## src/rtl/line_pkg.sv

```systemverilog
// Shared types and constants for the Bresenham line engine.
// Optional pixel clipping is enabled by defining LINE_CLIP_EN.
package line_pkg;

  localparam int XW_DEF = 10;
  localparam int YW_DEF = 9;
  localparam int ERR_W_DEF = ((XW_DEF > YW_DEF) ? XW_DEF : YW_DEF) + 2;

  typedef logic [XW_DEF-1:0]           coord_x_t;
  typedef logic [YW_DEF-1:0]           coord_y_t;
  typedef logic signed [ERR_W_DEF-1:0] err_t;

  typedef enum logic [1:0] {
    S_IDLE  = 2'd0,
    S_SETUP = 2'd1,
    S_RUN   = 2'd2,
    S_DONE  = 2'd3
  } state_e;

  // Two guard bits over the wider coordinate keep dx, dy and err free of overflow.
  function automatic int err_width(int xw, int yw);
    return ((xw > yw) ? xw : yw) + 2;
  endfunction

endpackage

```

## src/rtl/bresenham_line_engine_if.sv

```systemverilog
// Request and pixel-stream handshakes of the line engine.
// master = upstream/downstream environment, slave = the engine.
interface bresenham_line_engine_if import line_pkg::*; #(
  parameter int XW = XW_DEF,
  parameter int YW = YW_DEF
);

  logic          req_valid;
  logic          req_ready;
  logic          req_color;
  logic [XW-1:0] x0;
  logic [XW-1:0] x1;
  logic [YW-1:0] y0;
  logic [YW-1:0] y1;

  logic          pix_valid;
  logic          pix_ready;
  logic [XW-1:0] pix_x;
  logic [YW-1:0] pix_y;
  logic          pix_color;
  logic          pix_last;

  modport master (
    output req_valid, req_color, x0, x1, y0, y1, pix_ready,
    input  req_ready, pix_valid, pix_x, pix_y, pix_color, pix_last
  );

  modport slave (
    input  req_valid, req_color, x0, x1, y0, y1, pix_ready,
    output req_ready, pix_valid, pix_x, pix_y, pix_color, pix_last
  );

endinterface

```

## src/rtl/line_octant_setup.sv

```systemverilog
// Combinational octant setup: deltas, step directions and initial error term.
// sx_neg/sy_neg high stand for a step of -1, low for +1.
module line_octant_setup import line_pkg::*; #(
  parameter  int XW = XW_DEF,
  parameter  int YW = YW_DEF,
  localparam int W  = err_width(XW, YW)
) (
  input  logic [XW-1:0]       x0,
  input  logic [XW-1:0]       x1,
  input  logic [YW-1:0]       y0,
  input  logic [YW-1:0]       y1,
  output logic signed [W-1:0] dx,
  output logic signed [W-1:0] dy,
  output logic signed [W-1:0] err,
  output logic                sx_neg,
  output logic                sy_neg
);

  logic signed [W-1:0] x_diff;
  logic signed [W-1:0] y_diff;

  // NOTE: every output is assigned on every pass through this block, so no latch is inferred.
  always_comb begin
    x_diff = $signed(W'(x1)) - $signed(W'(x0));
    y_diff = $signed(W'(y1)) - $signed(W'(y0));
    sx_neg = x_diff[W-1];
    sy_neg = y_diff[W-1];
    dx     = sx_neg ? -x_diff : x_diff;
    dy     = sy_neg ? y_diff : -y_diff;
    err    = dx + dy;
  end

endmodule

```

## src/rtl/bresenham_line_engine.sv

```systemverilog
// Bresenham line rasteriser: one request in, one pixel per cycle out.
// Define LINE_CLIP_EN to drop pixels outside H_RES x V_RES.
module bresenham_line_engine import line_pkg::*; #(
  parameter int XW = XW_DEF,
  parameter int YW = YW_DEF
`ifdef LINE_CLIP_EN
  ,
  parameter int H_RES = 640,
  parameter int V_RES = 480
`endif
) (
  input  logic                    clk,
  input  logic                    reset,
  bresenham_line_engine_if.slave  bus,
  output logic                    busy,
  output logic                    done
);

  localparam int W = err_width(XW, YW);

  localparam logic [1:0] ST_IDLE  = S_IDLE;
  localparam logic [1:0] ST_SETUP = S_SETUP;
  localparam logic [1:0] ST_RUN   = S_RUN;
  localparam logic [1:0] ST_DONE  = S_DONE;

  logic [1:0]          state_q;
  logic [1:0]          state_d;
  logic [XW-1:0]       x_q;
  logic [XW-1:0]       x1_q;
  logic [YW-1:0]       y_q;
  logic [YW-1:0]       y1_q;
  logic                color_q;
  logic signed [W-1:0] dx_q;
  logic signed [W-1:0] dy_q;
  logic signed [W-1:0] err_q;
  logic                sx_neg_q;
  logic                sy_neg_q;

  logic signed [W-1:0] dx_s;
  logic signed [W-1:0] dy_s;
  logic signed [W-1:0] err_s;
  logic                sx_neg_s;
  logic                sy_neg_s;

  logic signed [W:0]   e2;
  logic                step_x;
  logic                step_y;
  logic signed [W-1:0] err_nxt;
  logic [XW-1:0]       x_nxt;
  logic [YW-1:0]       y_nxt;
  logic                at_end;
  logic                run;
  logic                pix_show;
  logic                step_en;
  logic                last;

  // x_q/y_q already hold the start point while in S_SETUP.
  line_octant_setup #(.XW(XW), .YW(YW)) u_setup (
    .x0     (x_q),
    .x1     (x1_q),
    .y0     (y_q),
    .y1     (y1_q),
    .dx     (dx_s),
    .dy     (dy_s),
    .err    (err_s),
    .sx_neg (sx_neg_s),
    .sy_neg (sy_neg_s)
  );

  // Both axis decisions compare against the same e2, taken before either update.
  always_comb begin
    e2      = {err_q, 1'b0};
    step_x  = (e2 >= dy_q);
    step_y  = (e2 <= dx_q);
    err_nxt = err_q + (step_x ? dy_q : '0) + (step_y ? dx_q : '0);
    x_nxt   = !step_x ? x_q : (sx_neg_q ? x_q - 1'b1 : x_q + 1'b1);
    y_nxt   = !step_y ? y_q : (sy_neg_q ? y_q - 1'b1 : y_q + 1'b1);
    at_end  = (x_q == x1_q) && (y_q == y1_q);
    run     = (state_q == ST_RUN);
  end

`ifdef LINE_CLIP_EN
  logic in_range;
  logic next_in_range;

  // The in-range pixels of a monotone path form one contiguous run, so the last
  // emitted pixel is the one whose successor leaves the window (or the endpoint).
  always_comb begin
    in_range      = (int'(x_q) < H_RES) && (int'(y_q) < V_RES);
    next_in_range = (int'(x_nxt) < H_RES) && (int'(y_nxt) < V_RES);
    pix_show      = run && in_range;
    step_en       = run && (bus.pix_ready || !in_range);
    last          = in_range && (at_end || !next_in_range);
  end
`else
  always_comb begin
    pix_show = run;
    step_en  = run && bus.pix_ready;
    last     = at_end;
  end
`endif

  always_comb begin
    state_d = state_q;
    case (state_q)
      ST_IDLE:  if (bus.req_valid) state_d = ST_SETUP;
      ST_SETUP: state_d = ST_RUN;
      ST_RUN:   if (step_en && at_end) state_d = ST_DONE;
      ST_DONE:  state_d = ST_IDLE;
      default:  state_d = ST_IDLE;
    endcase
  end

  // NOTE: registered state uses non-blocking assignments so every flop samples pre-edge values.
  always_ff @(posedge clk or negedge reset) begin
    if (!reset) begin
      state_q  <= ST_IDLE;
      x_q      <= '0;
      y_q      <= '0;
      x1_q     <= '0;
      y1_q     <= '0;
      color_q  <= 1'b0;
      dx_q     <= '0;
      dy_q     <= '0;
      err_q    <= '0;
      sx_neg_q <= 1'b0;
      sy_neg_q <= 1'b0;
    end else begin
      state_q <= state_d;
      case (state_q)
        ST_IDLE: begin
          if (bus.req_valid) begin
            x_q     <= bus.x0;
            y_q     <= bus.y0;
            x1_q    <= bus.x1;
            y1_q    <= bus.y1;
            color_q <= bus.req_color;
          end
        end
        ST_SETUP: begin
          dx_q     <= dx_s;
          dy_q     <= dy_s;
          err_q    <= err_s;
          sx_neg_q <= sx_neg_s;
          sy_neg_q <= sy_neg_s;
        end
        ST_RUN: begin
          if (step_en) begin
            err_q <= err_nxt;
            x_q   <= x_nxt;
            y_q   <= y_nxt;
          end
        end
        default: ;
      endcase
    end
  end

  assign bus.req_ready = (state_q == ST_IDLE);
  assign busy          = (state_q != ST_IDLE);
  assign done          = (state_q == ST_DONE);
  assign bus.pix_valid = pix_show;
  assign bus.pix_x     = x_q;
  assign bus.pix_y     = y_q;
  assign bus.pix_color = color_q;
  assign bus.pix_last  = pix_show && last;

endmodule

```

## src/flat_wrapper.sv

```systemverilog
// flat-port wrapper written by rule: the top's interface ports become plain ports
module bresenham_line_engine_flat import line_pkg::*;
#(
  parameter int XW = XW_DEF,
  parameter int YW = YW_DEF

)
  (clk, reset, busy, done, bus_req_valid, bus_req_color, bus_x0, bus_x1, bus_y0, bus_y1, bus_pix_ready, bus_req_ready, bus_pix_valid, bus_pix_x, bus_pix_y, bus_pix_color, bus_pix_last);
  bresenham_line_engine_if #(.XW(XW), .YW(YW)) bus_i ();
  input  logic clk;
  input  logic reset;
  output logic busy;
  output logic done;
  input wire logic [$bits(bus_i.req_valid)-1:0] bus_req_valid;
  input wire logic [$bits(bus_i.req_color)-1:0] bus_req_color;
  input wire logic [$bits(bus_i.x0)-1:0] bus_x0;
  input wire logic [$bits(bus_i.x1)-1:0] bus_x1;
  input wire logic [$bits(bus_i.y0)-1:0] bus_y0;
  input wire logic [$bits(bus_i.y1)-1:0] bus_y1;
  input wire logic [$bits(bus_i.pix_ready)-1:0] bus_pix_ready;
  output wire logic [$bits(bus_i.req_ready)-1:0] bus_req_ready;
  output wire logic [$bits(bus_i.pix_valid)-1:0] bus_pix_valid;
  output wire logic [$bits(bus_i.pix_x)-1:0] bus_pix_x;
  output wire logic [$bits(bus_i.pix_y)-1:0] bus_pix_y;
  output wire logic [$bits(bus_i.pix_color)-1:0] bus_pix_color;
  output wire logic [$bits(bus_i.pix_last)-1:0] bus_pix_last;
  assign bus_i.req_valid = bus_req_valid;
  assign bus_i.req_color = bus_req_color;
  assign bus_i.x0 = bus_x0;
  assign bus_i.x1 = bus_x1;
  assign bus_i.y0 = bus_y0;
  assign bus_i.y1 = bus_y1;
  assign bus_i.pix_ready = bus_pix_ready;
  assign bus_req_ready = bus_i.req_ready;
  assign bus_pix_valid = bus_i.pix_valid;
  assign bus_pix_x = bus_i.pix_x;
  assign bus_pix_y = bus_i.pix_y;
  assign bus_pix_color = bus_i.pix_color;
  assign bus_pix_last = bus_i.pix_last;
  bresenham_line_engine #(.XW(XW), .YW(YW)) u_core (.clk(clk), .reset(reset), .bus(bus_i), .busy(busy), .done(done));
endmodule
```

## config.mk

```make
export PLATFORM = sky130hd
export DESIGN_NAME = bresenham_line_engine_flat
export DESIGN_NICKNAME = d
export VERILOG_FILES = /design/src/rtl/line_pkg.sv /design/src/rtl/bresenham_line_engine_if.sv /design/src/rtl/line_octant_setup.sv /design/src/rtl/bresenham_line_engine.sv /design/src/flat_wrapper.sv
export SDC_FILE = /design/constraint.sdc
export NUM_CORES = 1
export LEC_CHECK = 0
export ABC_AREA = 1
export BUFFER_PORTS_ARGS = -buffer_cell sky130_fd_sc_hd__buf_2
export CAP_MARGIN = 20
export CORE_MARGIN = 2
export CORE_UTILIZATION = 50
export DETAILED_ROUTE_END_ITERATION = 8
export PLACE_DENSITY = 0.69
export SYNTH_ARGS = -nofsm -noshare
export SYNTH_HDL_FRONTEND = slang
export SYNTH_SLANG_ARGS = --single-unit
```

## constraint.sdc

```tcl
create_clock -name clk -period 4.4 [get_ports clk]
set_input_delay 0.88 -clock clk [delete_from_list [all_inputs] [get_ports clk]]
set_output_delay 0.88 -clock clk [all_outputs]
set_load 0.005 [all_outputs]
```

## Yosys cells after proc, flatten, opt, wreduce, memory -nomap -nowiden

Cells that the tools add are included.

| operators by class | value |
|---|---|
| add/sub/neg operators | 11 |
| order comparisons | 2 |
| equal/unequal tests | 10 |
| muxes and demuxes | 19 |
| reduce and logical (&&, ||, !) cells | 13 |

Operators by type and width:

| kind | count |
|---|---|
| $mux W12 | 5 |
| $mux W10 | 4 |
| $add A12 B12 Y12 | 3 |
| $mux W9 | 4 |
| $pmux W12 S2 | 1 |
| $pmux W10 S2 | 1 |
| $pmux W9 S2 | 1 |
| $ge A13 B12 Y1 | 1 |
| $le A13 B12 Y1 | 1 |
| $neg A10 Y12 | 1 |
| $neg A12 Y12 | 1 |
| $sub A10 B10 Y11 | 1 |
| $add A10 B1 Y10 const B | 1 |
| $eq A10 B10 Y1 | 1 |
| $sub A10 B1 Y10 const B | 1 |
| $sub A9 B9 Y10 | 1 |
| $add A9 B1 Y9 const B | 1 |
| $eq A9 B9 Y1 | 1 |
| $sub A9 B1 Y9 const B | 1 |
| $pmux W2 S4 | 1 |
| $reduce_and A4 Y1 | 2 |
| $ne A2 B2 Y1 const B | 3 |
| $reduce_and A2 Y1 | 3 |
| $reduce_bool A2 Y1 | 3 |
| other kinds (6) | 12 |

| storage, ports and cells | value |
|---|---|
| register bits after elaboration | 79 |
| bits of input ports | 43 |

## Depth between registers and ports, before layout

Gate-level depths: netlist of the first run.

| logic depth | value |
|---|---|
| depth after elaboration | 6 |
| depth in mapped cells | 29 |
| depth with buffers taken out | 28 |

## By module

Synthesis of the first run repeated with hierarchy kept, for this count alone.

| second synthesis, totals | value |
|---|---|
| cell total of the unflattened synthesis | 1074 |
| area, all modules | 7955.1 um^2 |

By module, submodules not included:

| module | instances | cells each | area an instance (um^2) | seq. area each (um^2) |
|---|---|---|---|---|
| bresenham_line_engine | 1 | 711 | 5828.1 | 1976.9 |
| line_octant_setup | 1 | 363 | 2127.0 | 0.0 |

## Worst setup path after synthesis of the first run

Ideal clock, no wire load.

| timing path | value |
|---|---|
| path kind | register to register |
| start | reg u_core.dy_q[11] |
| end | reg u_core.err_q[9] |
| data arrival time | 3698 ps |
| slack | 581 ps |
| stages on the path, launching flop included | 30 |
| path buffers | 1 |
| cell sequence | dfrtp_1 inv_1 ha_1 nand2_1 nor2_1 inv_1 nor2_1 nand2_1 nand2_1 nand2_1 nand2_2 clkbuf_1 nand2_1 fa_1 inv_1 ha_1 inv_1 fa_1 inv_1 nand3_1 nand2_1 nand2_1 nand2_1 a21oi_1 o21bai_1 or2_0 nand3_1 nand2_1 o21bai_1 nand2_1 |

| on the way | value |
|---|---|
| word-level cells in the longest chain between the ends | 6 |

RTL lines:

| item | line | source |
|---|---|---|
| start, declared | bresenham_line_engine.sv:34 | `logic signed [W-1:0] dy_q;` |
| start signal, assigned | bresenham_line_engine.sv:142 | `dy_q <= dy_s;` |
| $ge A13 B12 Y1 | bresenham_line_engine.sv:73 | `step_x = (e2 >= dy_q);` |
| $mux W12 | bresenham_line_engine.sv:75 | `err_nxt = err_q + (step_x ? dy_q : '0) + (step_y ? dx_q : '0);` |
| $add A12 B12 Y12 (2 in a row) | bresenham_line_engine.sv:75 |  |
| $mux W12 | bresenham_line_engine.sv:148 | `if (step_en) begin` |
| $pmux W12 S2 | bresenham_line_engine.sv:130 | `case (state_q)` |
| end signal, assigned | bresenham_line_engine.sv:143 | `err_q <= err_s;` |
| end signal, assigned | bresenham_line_engine.sv:149 | `err_q <= err_nxt;` |
| end, declared | bresenham_line_engine.sv:35 | `logic signed [W-1:0] err_q;` |

Every way passes these cells. The select of a mux whose other input is x is not followed.
A chain may end at the register's enable or synchronous reset.

## Worst setup path after layout of the first run

| timing path | value |
|---|---|
| start | reg u_core.dx_q[4] |
| end | reg u_core.err_q[9] |

| on the way | value |
|---|---|
| word-level cells in the longest chain between the ends | 5 |

RTL lines:

| item | line | source |
|---|---|---|
| start, declared | bresenham_line_engine.sv:33 | `logic signed [W-1:0] dx_q;` |
| start signal, assigned | bresenham_line_engine.sv:141 | `dx_q <= dx_s;` |
| $le A13 B12 Y1 | bresenham_line_engine.sv:74 | `step_y = (e2 <= dx_q);` |
| $mux W12 * | bresenham_line_engine.sv:75 |  |
| $add A12 B12 Y12 * | bresenham_line_engine.sv:75 |  |
| $mux W12 * | bresenham_line_engine.sv:148 |  |
| $pmux W12 S2 * | bresenham_line_engine.sv:130 |  |

Mark *: on every way between the ends. The rest lies on a longest branch, timed or not. The select of a mux whose other input is x is not followed.

==> reports/metrics.yaml, run 1 <==
slowest_delay_ns: 0.41
wire_per_inst_microns: 14.9
synthesis.area_sq_um: 7370
ios: 68
cts-root-buf: "clkbuf_16"
path_clk_slew_ns: 0.06
post-route-min-period_ns: 4.11
cp_slowest_cell: "fa_1"
die_x_microns: 125
status: "finished, final reports clean"
worstReg2RegEnd: "u_core.err_q[9]$_DFFE_PN0P_"
ys_seq_area_share_pct: 26.8
antennaDiodeCount: 0
antenna_found_initial: 0
path_depth: 27
drv_cap: 0
finalCritPeriodShare_pct: 93.4
ys_types: 47
filler_cell_count: 1439
ys_ff_latch: 79
numCtsBuffers: 9
die-area_sq_um: 15700
reg2reg_from: "u_core.dx_q[4]$_DFFE_PN0P_"
vias: 6518
drive_gt1_share_pct: 13.2
async_flop_share_pct: 100
port_buffers: 67
dpl_cell_area_sq_um: 7890
ys.flop_type: "dfrtp_1"
place.gp.congestion: 0.953
crit_fanout: 6
htreeDepth: 3
rsz0062_at_grt: "no"
tightest_slew_ns: 0.847
nets: 1205
dp_cells: 1232
first_iter_violations: 320
areaGrowthSynthToFinish_pct: 12.7
setup_viol: 0
tritoncts: "built"
critical_path_class: "reg2reg"
start_util_pct: 50.9
fp-row-count: 44
regToRegSetupSlack_ns: 0.29
cp-start-kind: "flop"
finalWirelength_mm: 18.6
hold_slack_ns: 0.469
r2r_cells: 27
final_cell_area_sq_um: 8310
drv_slew: 0
grt_pass1_vias: 6202
finClkSkew_ns: 0.00722
syn_inst: 993
die_y_microns: 125
grt_max_degree: 80
critPathArrivalTime_ns: 4.35
crit_path_frequent_cell: "nand2_1"
place.detailed.hpwl_mm: 14.8
core_area_sq_um: 14500
grt_pass1_wl_mm: 30.6
synth-edff-count: 0
insertion_delay_ns: 0.35
track_usage_pct: 24.3
cts_setup_buffers: 0
setup_tns_ns: 0
cp.required_ns: 4.63
clockBufferDepth: 2
syn_nets: 1138
relSlewSlack_pct: 43.4
avgSynthCellArea_sq_um: 7.43
synth_warnings: 0
viasPerCell: 5.22
cp_num_buf_inv: 4
hold_violations: 0
remaining_drc_errors: 0
final_antenna_net_count: 0
cts_sinks: 79
fin_cells: 1249
fmax_mhz: 243
crit_path_end_kind: "flop"
dr.pass1.iters: 4
min_path_type: "in2async"
critPathTopFamily: "simple AND/OR/NAND/NOR gates"
grt-ovfl-total: 0
[worst max-delay path by stage]
stage | from | endpoint | slack (ns)
6_report | u_core.dx_q[4]$_DFFE_PN0P_ | u_core.err_q[9]$_DFFE_PN0P_ | 0.29
5_1_grt | u_core.err_q[11]$_DFFE_PN0P_ | u_core.err_q[9]$_DFFE_PN0P_ | 0.01
4_1_cts | u_core.err_q[3]$_DFFE_PN0P_ | u_core.err_q[9]$_DFFE_PN0P_ | 0.11
3_5_place_dp | u_core.err_q[3]$_DFFE_PN0P_ | u_core.err_q[9]$_DFFE_PN0P_ | 0.14
3_3_place_gp | u_core.dx_q[4]$_DFFE_PN0P_ | u_core.err_q[9]$_DFFE_PN0P_ | 0.21
2_1_floorplan | u_core.dy_q[11]$_DFFE_PN0P_ | u_core.err_q[9]$_DFFE_PN0P_ | 0.58
[layer usage]
layer / vias to the layer above / track usage, % / wire length [microns]
met5: - / 0 / 0
met4: 0 / 12.6 / 815
met3: 42 / 3.68 / 699
met2: 131 / 39.0 / 8480
met1: 2995 / 31.9 / 8600
li1: 3350 / - / -
[logic make-up after synthesis]
family / count (synthesis) / share of synthesized area, %
and+or+nand+nor: 374 / 21.1
buffers and inverters: 194 / 10.4
AOI/OAI and AO/OA: 180 / 13.8
adders and majority gates: 102 / 19.0
DFF: 79 / 26.8
xor gates and xnor gates: 46 / 6.07
muxes: 18 / 2.75
[worst reg2reg max path: stages (launching register included)]
cell and delay (ns):
dfrtp_1 0.40, inv_1 0.06, ha_1 0.29, nand2_1 0.08, nor2_2 0.17, nand2_1 0.07
nand3_1 0.09, nand2_1 0.09, nand3_1 0.14, nand3_2 0.17, nand2_1 0.13, fa_1 0.41
inv_1 0.07, ha_2 0.22, inv_1 0.06, fa_1 0.38, inv_2 0.10, nand3_1 0.09
nand2_1 0.09, nand2_1 0.06, nand2_1 0.06, a21oi_1 0.09, o21bai_1 0.16, or2_0 0.13
nand3_1 0.11, nand2_1 0.10, o21bai_1 0.11, nand2_1 0.06
[area by class of cell]
type	instances	area, sq um	area share, %
Clock buffer	13	250	3.01
Inverter	173	649	7.81
Tap cell	184	230	2.77
Sequential cell	79	1980	23.8
Timing Repair Buffer	77	433	5.21
Multi-Input combinational cell	720	4680	56.3
Clock inverter	3	90.1	1.08
[Yosys cell counts, drive strengths merged, types with 13 or more instances]
cell type | count | area share (%)
nor2 | 61 | 3.2
nand2 | 229 | 12
mux2 | 18 | 2.7
fa | 17 | 4.6
xnor2 | 13 | 1.6
o21ai | 74 | 5.0
ha | 85 | 14
xor2 | 33 | 4.4
a21oi | 62 | 4.2
nand3 | 56 | 3.9
inv | 173 | 8.8
dfrtp | 79 | 27
[state kept, by name, summed over array words and instances, names as in the netlist, 2 cells and up]
name              count
u_core.bus.pix_x     10
u_core.bus.pix_y      9
u_core.dx_q          12
u_core.dy_q          12
u_core.err_q         12
u_core.state_q        2
u_core.x1_q          10
u_core.y1_q           9
[per-stage QoR]
step | worst slack [ns] | util [%]
after floorplan | 0.581 | -
after global placement | 0.207 | 54.5
after detailed placement | 0.144 | 54.5
after CTS | 0.107 | 56.9
after global routing | 0.0102 | 57.4
final | 0.289 | 57.4
[layout by cell type, fill, tap and decap left out, types with 8 or more instances in the layout]
master / Yosys / final
a21oi_1: 62 / 61
a31oi_1: 11 / 11
buf_2: 3 / 66
buf_4: 2 / 10
clkbuf_16: 0 / 9
dfrtp_1: 79 / 78
fa_1: 17 / 17
ha_1: 85 / 82
inv_1: 170 / 169
mux2_2: 18 / 18
nand2_1: 228 / 228
nand3_1: 55 / 54
nor2_1: 57 / 55
nor3_1: 10 / 10
o211ai_1: 12 / 12
o21ai_0: 60 / 59
o21ai_1: 14 / 15
o21bai_1: 8 / 8
xnor2_1: 12 / 11
xor2_1: 28 / 28
[what timing repair did]
item / 4_1_cts / 5_1_grt
resized for setup: 0 / 12
hold buffers: 0 / 0
hold endpoints to repair: 0 / 0
setup endpoints to repair: 0 / 2
Power of run 1 is not shown: default switching activity piles up to over one toggle a cycle in this logic, so the estimate is an artifact.
==> run 2, diff against run 1 <==
Settings changed: CORE_UTILIZATION 50 to 37, PLACE_DENSITY 0.69 to default.
==> reports/metrics.yaml, run 2 (synthesis results as in run 1) <==
dpl_cell_area_sq_um: 7990
insertion_delay_ns: 0.35
fmax_mhz: 248
grt_pass1_vias: 6585
core_area_sq_um: 19500
final_antenna_net_count: 0
cts-root-buf: "clkbuf_16"
hold_violations: 0
nets: 1204
clockBufferDepth: 2
relSlewSlack_pct: 36.6
critical_path_class: "reg2reg"
vias: 6462
first_iter_violations: 231
finalCritPeriodShare_pct: 91.6
drv_cap: 0
cp.required_ns: 4.69
port_buffers: 67
dr.pass1.iters: 5
drive_gt1_share_pct: 13.3
numCtsBuffers: 9
final_cell_mix: "nand2_1 (228), inv_1 (170), ha_1 (81), dfrtp_1 (78), buf_2 (66)"
place.gp.congestion: 0.898
mostFrequentLayoutCell: "nand2_1"
crit_path_end_kind: "flop"
final_cell_area_sq_um: 8390
crit_path_frequent_cell: "nand2_1"
track_usage_pct: 18.5
status: "finished, final reports clean"
slowest_delay_ns: 0.48
die-area_sq_um: 21100
setup_viol: 0
cts_sinks: 79
grt-ovfl-total: 0
grt_max_degree: 57
critPathArrivalTime_ns: 4.32
die_y_microns: 145
grt_pass1_wl_mm: 31.9
crit_fanout: 4
cp-start-kind: "flop"
tritoncts: "built"
ios: 68
drv_slew: 0
die_x_microns: 145
finalWirelength_mm: 18.7
finClkSkew_ns: 0.0106
wire_per_inst_microns: 14.1
min_path_type: "reg2reg"
reg.largest.list: "u_core.dx_q: 12 flops, u_core.dy_q: 12 flops, u_core.err_q: 12 flops"
viasPerCell: 4.86
antennaDiodeCount: 0
htreeDepth: 3
start_util_pct: 37.8
remaining_drc_errors: 0
cp_slowest_cell: "dfrtp_1"
ctsHoldBuffers: 0
fp-row-count: 51
rsz0062_at_grt: "yes"
antenna_found_initial: 0
path_clk_slew_ns: 0.06
areaGrowthSynthToFinish_pct: 13.8
post-route-min-period_ns: 4.03
tightest_slew_ns: 0.948
place.detailed.hpwl_mm: 14.8
[run 2: cell type report]
cell class | instances | area, sq um
fillers | 2089 | 11100
multi-input cells | 720 | 4720
flip-flops and latches | 79 | 1980
inverters | 173 | 649
repair buffers | 76 | 405
well taps | 265 | 332
clock buffers | 12 | 236
clock inverters | 4 | 70.1
[run 2: layer usage]
layer | up-vias | track usage (%) | part of all wire, % | wire, microns
li1 | 3343 | - | - | -
met1 | 2981 | 24.5 | 48 | 8970
met2 | 110 | 31.2 | 46 | 8680
met3 | 28 | 2.11 | 3.1 | 573
met4 | 0 | 6.91 | 2.6 | 482
met5 | - | 0 | 0 | 0
[run 2: repair_timing]
item / 4_1_cts / 5_1_grt
pin swaps: 0 / 3
endpoints found under the hold margin: 0 / 0
buffers inserted: 0 / 1
setup endpoints to repair: 1 / 4
gates resized for setup: 1 / 16
[run 2: final timing paths]
path	startpoint	to	slack (ns)	cells after the start
worst max register to register	u_core.err_q[11]$_DFFE_PN0P_	u_core.err_q[9]$_DFFE_PN0P_	0.37	25
worst min register to register	u_core.bus.pix_color$_DFFE_PN0P_	u_core.bus.pix_color$_DFFE_PN0P_	0.50	1
worst max-delay path	u_core.err_q[11]$_DFFE_PN0P_	u_core.err_q[9]$_DFFE_PN0P_	0.37	25
min in group asynchronous	reset	u_core.state_q[1]$_DFFE_PN0P_	0.60	1
worst min-delay path	u_core.bus.pix_color$_DFFE_PN0P_	u_core.bus.pix_color$_DFFE_PN0P_	0.50	1
max in group asynchronous	reset	u_core.dy_q[6]$_DFFE_PN0P_	2.96	2
[run 2: through the flow]
step | hold WS, ns | TNS (ns) | setup slack, ns | util (%) | cells
2_1_floorplan | 0.453 | 0 | 0.581 | - | 993
6_report | 0.501 | 0 | 0.371 | 43.0 | 1329
5_1_grt | 0.545 | -0.0247 | -0.0247 | 43.0 | 1329
3_5_place_dp | 0.492 | 0 | 0.0222 | 40.9 | 1312
4_1_cts | 0.506 | 0 | 0.105 | 42.5 | 1328
3_3_place_gp | 0.470 | 0 | 0.0212 | 40.9 | 1312
[run 2: critical path, delay by kind of cell (launching register included)]
family / cells / cell delay, ns
buf+inv: 2 / 0.13
fa+ha+maj: 4 / 1.17
simple gates: 16 / 1.73
compound gates: 3 / 0.48
flops: 1 / 0.48
Power of run 2 is left out for the same reason.
